`config.mk`:
```
export PLATFORM = sky130hd
export DESIGN_NAME = pipeline_ctrl
export DESIGN_NICKNAME = d
export VERILOG_FILES = /design/src/rtl/pipeline_ctrl_pkg.sv /design/src/rtl/pipeline_ctrl_div_stall_timer.sv /design/src/rtl/pipeline_ctrl.sv
export SDC_FILE = /design/constraint.sdc
export NUM_CORES = 1
export LEC_CHECK = 0
export ABC_AREA = 1
export CAP_MARGIN = 10
export CORE_UTILIZATION = 47
export DETAILED_ROUTE_END_ITERATION = 10
export PLACE_DENSITY_LB_ADDON = 0.05
export SYNTH_ARGS = -nofsm -noshare
export SYNTH_HDL_FRONTEND = slang
export SYNTH_SLANG_ARGS = --single-unit
```
`constraint.sdc`:
```
create_clock -name clk -period 2.7 [get_ports clk]
set_clock_uncertainty 0.1 [all_clocks]
set_input_delay 0.81 -clock clk [delete_from_list [all_inputs] [get_ports clk]]
set_output_delay 0.81 -clock clk [all_outputs]
set_load 0.05 [all_outputs]
```
`src/rtl/pipeline_ctrl_pkg.sv`:
```
// Shared encodings for the pipeline hazard/stall controller.
// Latency: n/a (types and constants only).
// Backpressure: n/a.
package pipeline_ctrl_pkg;

  // E-stage forwarding mux selects
  localparam logic [1:0] FWD_NONE = 2'b00;  // operand from register file
  localparam logic [1:0] FWD_M    = 2'b01;  // operand from M-stage result
  localparam logic [1:0] FWD_W    = 2'b10;  // operand from W-stage result

  // Divide hold timer states
  typedef enum logic [1:0] {
    DIV_IDLE = 2'b00,
    DIV_RUN  = 2'b01,
    DIV_DONE = 2'b10
  } div_state_e;

endpackage

```
`src/rtl/pipeline_ctrl_div_stall_timer.sv`:
```
// Holds the E stage for DIV_CYCLES cycles while a div/divu occupies it.
// Latency: div_busy rises combinationally in the launch cycle; it stays high for DIV_CYCLES cycles in total.
// Backpressure: waits in DONE until E advances (stallE low), so the same divide is never relaunched.
// Ports: clk, resetn (async, active-low); div_reqE (E holds a divide, level), start_ok (launch allowed),
//        stallE (E is held this cycle), abort (kill any divide in flight); div_busy (hold E, flush M).
module div_stall_timer
  import pipeline_ctrl_pkg::*;
#(
  parameter int DIV_CYCLES = 32
) (
  input  logic clk,
  input  logic resetn,
  input  logic div_reqE,
  input  logic start_ok,
  input  logic stallE,
  input  logic abort,
  output logic div_busy
);

  localparam int CW = $clog2(DIV_CYCLES);

  div_state_e       state_q;
  logic [CW-1:0]    cnt_q;
  logic             launch;

  // The launch cycle counts as the first held cycle, so RUN covers the remaining DIV_CYCLES-1.
  assign launch   = (state_q == DIV_IDLE) && div_reqE && start_ok;
  assign div_busy = launch || (state_q == DIV_RUN);

  always_ff @(posedge clk or negedge resetn) begin
    if (!resetn) begin
      state_q <= DIV_IDLE;
      cnt_q   <= '0;
    end else if (abort) begin
      state_q <= DIV_IDLE;
      cnt_q   <= '0;
    end else begin
      case (state_q)
        DIV_IDLE: begin
          if (launch) begin
            cnt_q   <= CW'(DIV_CYCLES - 1);
            state_q <= DIV_RUN;
          end
        end
        DIV_RUN: begin
          // Keeps counting through memory stalls: the divider runs regardless.
          cnt_q <= cnt_q - CW'(1);
          if (cnt_q == CW'(1)) state_q <= DIV_DONE;
        end
        DIV_DONE: begin
          if (!stallE) state_q <= DIV_IDLE;
        end
        default: state_q <= DIV_IDLE;
      endcase
    end
  end

endmodule

```
`src/rtl/pipeline_ctrl.sv`:
```
// 5-stage hazard unit: forwarding selects, load-use/branch interlocks, and per-stage stall/flush
// control merging memory stalls, multi-cycle divide, precise M exceptions and E mispredicts.
// Latency: forwarding/stall/flush are combinational; flushes raised during a memory stall are
// latched and applied in the first cycle after release. Backpressure: a memory stall freezes
// every stage and suppresses all flushes.
// Ports: clk, resetn (async, active-low); D/E/M/W register addresses and write enables;
//        div_reqE, i_stall, d_stall, exceptionM, mispredictE; forward*, stall*, flush*,
//        longest_stall, div_busy, timeout (sticky until reset).
module pipeline_ctrl
  import pipeline_ctrl_pkg::*;
#(
  parameter int REG_AW     = 5,
  parameter int DIV_CYCLES = 32,
  parameter int TO_LIMIT   = 1023
) (
  input  logic              clk,
  input  logic              resetn,
  input  logic [REG_AW-1:0] rsD,
  input  logic [REG_AW-1:0] rtD,
  input  logic              branchD,
  input  logic [REG_AW-1:0] rsE,
  input  logic [REG_AW-1:0] rtE,
  input  logic [REG_AW-1:0] writeregE,
  input  logic              regwriteE,
  input  logic              memtoregE,
  input  logic [REG_AW-1:0] writeregM,
  input  logic              regwriteM,
  input  logic              memtoregM,
  input  logic [REG_AW-1:0] writeregW,
  input  logic              regwriteW,
  input  logic              div_reqE,
  input  logic              i_stall,
  input  logic              d_stall,
  input  logic              exceptionM,
  input  logic              mispredictE,
  output logic              forwardaD,
  output logic              forwardbD,
  output logic [1:0]        forwardaE,
  output logic [1:0]        forwardbE,
  output logic              stallF,
  output logic              stallD,
  output logic              stallE,
  output logic              stallM,
  output logic              stallW,
  output logic              flushF,
  output logic              flushD,
  output logic              flushE,
  output logic              flushM,
  output logic              flushW,
  output logic              longest_stall,
  output logic              div_busy,
  output logic              timeout
);

  localparam int SCW = $clog2(TO_LIMIT + 1);

  logic           lwstall, brstall, haz;
  logic           exc, mis;
  logic           pend_exc_q, pend_exc_d;
  logic           pend_mis_q, pend_mis_d;
  logic [SCW-1:0] stall_cnt_q, stall_cnt_d;
  logic           timeout_q;

  // ---------------- forwarding ----------------
  assign forwardaD = (rsD != '0) && regwriteM && (writeregM == rsD);
  assign forwardbD = (rtD != '0) && regwriteM && (writeregM == rtD);

  // M has the younger result, so it wins over W.
  always_comb begin
    forwardaE = FWD_NONE;
    if ((rsE != '0) && regwriteM && (writeregM == rsE))      forwardaE = FWD_M;
    else if ((rsE != '0) && regwriteW && (writeregW == rsE)) forwardaE = FWD_W;
    forwardbE = FWD_NONE;
    if ((rtE != '0) && regwriteM && (writeregM == rtE))      forwardbE = FWD_M;
    else if ((rtE != '0) && regwriteW && (writeregW == rtE)) forwardbE = FWD_W;
  end

  // ---------------- interlocks ----------------
  assign lwstall = memtoregE && ((rtE == rsD) || (rtE == rtD));
  assign brstall = branchD &&
                   ((regwriteE && ((writeregE == rsD) || (writeregE == rtD))) ||
                    (memtoregM && ((writeregM == rsD) || (writeregM == rtD))));
  assign haz     = lwstall || brstall;

  assign longest_stall = i_stall || d_stall;

  // Pending requests replay the flush that a memory stall deferred.
  assign exc = exceptionM || pend_exc_q;
  assign mis = (mispredictE || pend_mis_q) && !exc;

  // ---------------- divide timer ----------------
  div_stall_timer #(
    .DIV_CYCLES(DIV_CYCLES)
  ) u_div (
    .clk      (clk),
    .resetn   (resetn),
    .div_reqE (div_reqE),
    .start_ok (!longest_stall && !exc),
    .stallE   (stallE),
    .abort    (exc),
    .div_busy (div_busy)
  );

  // ---------------- stall / flush ----------------
  always_comb begin
    stallF = 1'b1; stallD = 1'b1; stallE = 1'b1; stallM = 1'b1; stallW = 1'b1;
    flushF = 1'b0; flushD = 1'b0; flushE = 1'b0; flushM = 1'b0; flushW = 1'b0;
    if (!longest_stall) begin
      flushF = exc;
      flushD = exc || mis;
      flushE = exc || (haz && !mis);
      // Bubble into M while E is held by the divider.
      flushM = exc || div_busy;
      stallF = (haz || div_busy) && !exc && !mis;
      stallD = stallF;
      stallE = div_busy && !exc;
      stallM = 1'b0;
      stallW = 1'b0;
    end
  end

  // ---------------- pending flushes and stall watchdog ----------------
  always_comb begin
    pend_exc_d = longest_stall && (pend_exc_q || exceptionM);
    // An exception kills everything younger, so a mispredict seen alongside it is dropped.
    pend_mis_d = longest_stall && (pend_mis_q || mispredictE) && !exc;
    stall_cnt_d = '0;
    if (longest_stall)
      stall_cnt_d = (stall_cnt_q == SCW'(TO_LIMIT)) ? stall_cnt_q : stall_cnt_q + SCW'(1);
  end

  always_ff @(posedge clk or negedge resetn) begin
    if (!resetn) begin
      pend_exc_q  <= 1'b0;
      pend_mis_q  <= 1'b0;
      stall_cnt_q <= '0;
      timeout_q   <= 1'b0;
    end else begin
      pend_exc_q  <= pend_exc_d;
      pend_mis_q  <= pend_mis_d;
      stall_cnt_q <= stall_cnt_d;
      // Asserts in the cycle the counter reaches TO_LIMIT.
      if (stall_cnt_d == SCW'(TO_LIMIT)) timeout_q <= 1'b1;
    end
  end

  assign timeout = timeout_q;

endmodule

```
Word level (Yosys, flattened, before mapping)
Cells that the tools add are included.

Register bits after elaboration: 20. Bits in latches: 0. RAM bits: 0. ROM bits: 0. Input port bits: 48. Output and inout port bits: 19. Word-level logic and storage cells: 98. Memories: 0.

Add/sub/neg operators: 2. Multipliers: 0. Div/mod/pow operators: 0. Order comparisons: 0. Equality and inequality tests: 18. Shift-type cells: 0. Muxes and demuxes: 21. Bitwise logic cells: 0. Reductions and logical operators: 51.

Operator list (count): 5-bit == test (10); 1-bit logical AND (27); 10-bit == test, second input constant (2); 10-bit 2-to-1 mux (2); 5-bit nonzero test (4); 2-bit 2-to-1 mux (8); 1-bit logical OR (13); 10-bit by 1-bit adder with 10-bit output, second input constant (1); 5-bit 2-to-1 mux (2); 5-bit one-hot mux with 2 select lines (1); 1-bit 2-to-1 mux (7); 3-bit inequality test, second input constant (2); 2-bit one-hot mux with 3 select lines (1); 5-bit by 1-bit == test with 1-bit output, second input constant (1); 5-bit by 1-bit subtractor with 5-bit output, second input constant (1); 1-bit logical NOT (3); 3-bit by 2-bit inequality test with 1-bit output, second input constant (1); 3-bit AND reduction (1); 3-bit nonzero test (1); 2-bit by 1-bit == test with 1-bit output, second input constant (1); 2-bit == test, second input constant (1); 2-bit logical NOT (1); 2-bit AND reduction (1).

Depth between registers and ports, before layout
Gate-level depths: netlist of run 1.

Word-level depth: 10. Depth in mapped cells: 14. Depth with buffers taken out: 12.

By module
A second synthesis of run 1 with hierarchy kept.

Cells, all modules: 348. Area total of the unflattened synthesis: 2107.0 um2.

By module, submodules not included: pipeline_ctrl (instances 1, cells an instance 283, area each 1625.3 um2, seq. area each 325.3 um2); div_stall_timer (instances 1, cells an instance 65, area each 481.7 um2, seq. area each 175.2 um2).

Least setup slack after synthesis of run 1
No wires, ideal clock.

Path type: input -> output. Start: input port writeregM[3]. End: output port forwardaE[1]. Data arrival time: 3.381 ns. Required time: 1.790 ns. Slack: -1.591 ns. Stages on the path: 5. Path buffers: 1. Cells stage by stage: buf_2 -> a21oi_1 -> nand4_1 -> nor4_1 -> nor2_1.

Longest elaborated chain between the ends: 3.

RTL lines: start: declaration (RTL line pipeline_ctrl.sv:26) `input logic [REG_AW-1:0] writeregM,`; 5-bit == test (RTL line pipeline_ctrl.sv:71) `if ((rsE != '0) && regwriteM && (writeregM == rsE)) forwardaE = FWD_M;`; 1-bit logical AND (RTL line pipeline_ctrl.sv:71); 2-bit 2-to-1 mux (RTL line pipeline_ctrl.sv:71); end: declaration (RTL line pipeline_ctrl.sv:38) `output logic [1:0] forwardaE,`.

No other way between the ends.

Final worst setup path of run 1
Start: input port writeregE[0]. End: output port stallF.

Longest elaborated chain between the ends: 10. Elaborated cells between the ends (all ways): 11. Classes of those cells: eq/ne (2); mux (1); reduce/logical (8).

RTL lines: start: declaration (RTL line pipeline_ctrl.sv:23) `input logic [REG_AW-1:0] writeregE,`; 5-bit == test (RTL line pipeline_ctrl.sv:81) `((regwriteE && ((writeregE == rsD) || (writeregE == rtD))) ||`; 1-bit logical OR (*) (RTL line pipeline_ctrl.sv:81); 1-bit logical AND (*) (RTL line pipeline_ctrl.sv:81); 1-bit logical OR (*) (RTL line pipeline_ctrl.sv:81); 1-bit logical AND (*) (RTL line pipeline_ctrl.sv:80) `assign brstall = branchD &&`; 1-bit logical OR (*) (RTL line pipeline_ctrl.sv:83) `assign haz = lwstall || brstall;`; 1-bit logical OR (*) (RTL line pipeline_ctrl.sv:114) `stallF = (haz || div_busy) && !exc && !mis;`; 1-bit logical AND (*) (2 in a row) (RTL line pipeline_ctrl.sv:114); 1-bit 2-to-1 mux (*) (RTL line pipeline_ctrl.sv:108) `if (!longest_stall) begin`; end: declaration (RTL line pipeline_ctrl.sv:40) `output logic stallF,`.

Every way passes the cells marked *; elsewhere a longest branch is shown, timed or not.

==> metrics.txt, run 1 <==
RSZ-0062 raised after global routing yes; Core ar. 0.00409 mm^2; cell area after layout 0.00385 mm^2; Area contributors post-synth dfrtp_1, nand2_1, inv_1; total of max-cap violations 0; routed len/inst 21.2 um; top cell type by total area after synthesis dfrtp_1; DIE AREA 0.00464 mm^2; first-pass GRT wire length 13600 um; placed instance area 0.00341 mm^2; syn_nets around 390; clk root buf clkbuf_8; share of cells above drive strength 1 46.5%; CTS H-tree depth 1; Mapped Cells approximately 340; WS Path Type in -> out; Synth top area share 24.4%; TritonCTS Sinks 20; vias approximately 3.2k; row count 23; Hold Path Class reg -> reg; vias in the first global route between 2k and 3k; DPL Wire Length around 5200 um; top post-synthesis cells by count nand2_1, inv_1, nor2_1; largest net degree at the start of global routing 21; worst skew pair latency 0.27 ns; violated checks negative setup slack; Starting Density about half; fin. max-slew vios 0; Worst setup EP type primary output; FF-to-FF Start stall_cnt_q[0]; Main synth FF type dfrtp_1; post-synthesis cell area 0.00205 mm^2; final setup margin -0.390 ns; reg2reg end timeout; Reg clk slew, reported paths 0.09 ns; I/O pin count 67; busiest layer in global routing met2; Fin. Hold Viols 0; Hold Crit Start stall_cnt_q[8]; crit start category input pin; CTS tree yes; drt drc 0; # port buffers 65; Hold WS 0.481 ns; initial antenna violation count 0; Synth Area in Compound Gates 10.8%; routed vias/inst 6.11; CP arrival 2.18 ns; Post-synth EDFFs 0; fill cell count 134; remaining global-route overflow 0; die width 68.1 um; Tmin final 3.09 ns; Hold EP stall_cnt_q[8]; Post-Place Setup Slack -0.735 ns; status complete, but fails checks; Post-Synth Simple-Gate Area 39.8%; M1 GR Usage 43.6%; multi-input logic area about 0.0016 mm^2; Post-Synth Adder-Cell Area 1.83%; Worst Path Max Fanout 4; met2 Use GR 71.1%; ys async rst share 100%; total wire length roughly 11000 um; Hold Crit Depth 2; Yosys reg bits 20; synthesized area per cell 6.02 um^2; xor/xnor share of the synthesized area roughly 8.1%; CTS Hold Bufs 0; Area Overhead vs Synth 87.3%; Synth cell types 34; worst-margin pin slew 0.506 ns; Max Root-Sink Buffers 2; FMAX 0.324 GHz; period utilization 114%; flop2flop setup slack slightly below 0.6 ns; worst vdd ir about 0.41 mV; Leakage 1.92 nW; P per Cell Area 340 mW/mm^2; mux cell area share after synthesis 0%; RePlAce Congestion 0.892; register area share after synthesis 24.4%; most common cell in the synthesized netlist nand2_1; WP data required 1.79 ns; DRT antenna net count 0; max_slew headroom between 60% and 70%; TritonCTS buffer count 3; Total Nets Final 519; GRT Util Overall 40.4%; die height 68.1 um; r2r worst-path depth 11; DR iter-0 viols roughly 410; count of warnings emitted by yosys 0; FF+latch area 500 um^2; final setup fails 12; Tot Pwr ~1.3 mW; met3 Use GR under 10%; largest family of logic cells by synthesized area simple AND/OR/NAND/NOR gates; DR pass1 iterations 5
-- cell type report --
class | count | area share, %
inverter | 65 | 6.76
tap | 50 | 1.63
timing repair buffer | 132 | 33.8
clock inverter | 1 | 0.780
multi-input combinational | 246 | 42.8
clock buffer | 3 | 1.07
antenna | 1 | 0.0650
sequential | 20 | 13.0
-- flip-flops by register name, indices dropped and copies added, names as in the netlist --
register / flops
stall_cnt_q: 10
u_div.cnt_q: 5
u_div.state_q: 2
pend_exc_q: 1
pend_mis_q: 1
timeout: 1
-- worst max-delay path by stage --
stage          cells past startpoint  slack (ns)      endpoint    startpoint
2_1_floorplan                      5       -0.36  forwardaE[1]  writeregM[4]
3_3_place_gp                      14       -0.67        stallF  writeregM[0]
3_5_place_dp                      14       -0.73        stallF  writeregM[0]
4_1_cts                            9       -0.24  forwardbE[1]  writeregM[4]
5_1_grt                           14       -0.42        stallF        rsD[4]
6_report                          14       -0.39        stallF  writeregE[0]
-- kinds of logic after synthesis --
logic type                 after synthesis
other                                    1
adders and majority gates                3
xor gates and xnor gates                19
DFF                                     20
and+or+nand+nor                        186
buffers and inverters                   75
AOI/OAI and AO/OA                       37
-- worst max-delay path: stages --
cell and delay, ns:
buf_4 0.14, nand2_1 0.09, inv_1 0.08, nor2_2 0.10
nor2_1 0.05, nand3_1 0.07, nand2_1 0.07, nand2_1 0.07
nand2_1 0.07, nand2_2 0.10, nand3_2 0.08, nand2_2 0.10
clkinvlp_4 0.16, buf_12 0.19
-- per-stage QoR --
step	cells	util, %	TNS, ns
6_report	518	94.2	-2.52
5_1_grt	517	94.1	-2.88
4_1_cts	516	90.5	-1.55
3_5_place_dp	499	83.6	-7.69
3_3_place_gp	499	83.6	-7.15
2_1_floorplan	341	-	-1.78
-- layout by cell type (no fill, tap or decap), types with 2 or more instances in the layout --
master,n
a21oi_1,4
a21oi_2,5
a311oi_4,2
buf_12,16
buf_2,13
buf_4,60
buf_6,21
buf_8,4
clkbuf_8,3
clkdlybuf4s15_2,2
clkdlybuf4s50_1,7
dfrtp_1,20
dlygate4sd2_1,8
ha_1,3
inv_1,45
inv_2,14
inv_4,5
nand2_1,75
nand2_2,18
nand2_4,5
nand3_1,12
nand3_2,7
nand4_1,5
nor2_1,29
nor2_2,7
nor2_4,9
nor3_1,7
nor3_2,3
nor4_4,3
o2111ai_2,2
o21ai_0,9
o21ai_1,3
o22ai_1,7
xnor2_1,4
xnor2_2,7
xor2_1,4
xor2_2,4
-- report_power, final --
part | switching (mW) | internal [mW] | total (mW) | leakage (nW)
clock | 0.114 | 0.198 | 0.312 | 0.0357
sequential | 0.0276 | 0.324 | 0.351 | 0.265
combinational | 0.378 | 0.267 | 0.645 | 1.62
-- repair_timing --
| action | CTS | global route |
|---|---|---|
| resized for setup | 225 | 38 |
| pin swaps | 47 | 27 |
| setup endpoints to repair | 17 | 11 |
| buffers inserted | 13 | 1 |
-- layer usage --
metal	part of all wire [%]	vias up
li1	-	1316
met3	10	111
met5	0	-
met1	35	1432
met4	9.1	0
met2	46	304
(Power assumes the default switching activity.)
==> run 2: changes to the inputs <==
--- a/config.mk
+++ b/config.mk
@@ -6,7 +6,7 @@
 export NUM_CORES = 1
 export LEC_CHECK = 0
 export ABC_AREA = 1
-export CAP_MARGIN = 10
+export CAP_MARGIN = 0
 export CORE_UTILIZATION = 47
 export DETAILED_ROUTE_END_ITERATION = 10
 export PLACE_DENSITY_LB_ADDON = 0.05
==> results of run 2 <==
Same layout as run 1: the final DEF is identical, and so are final timing and power.
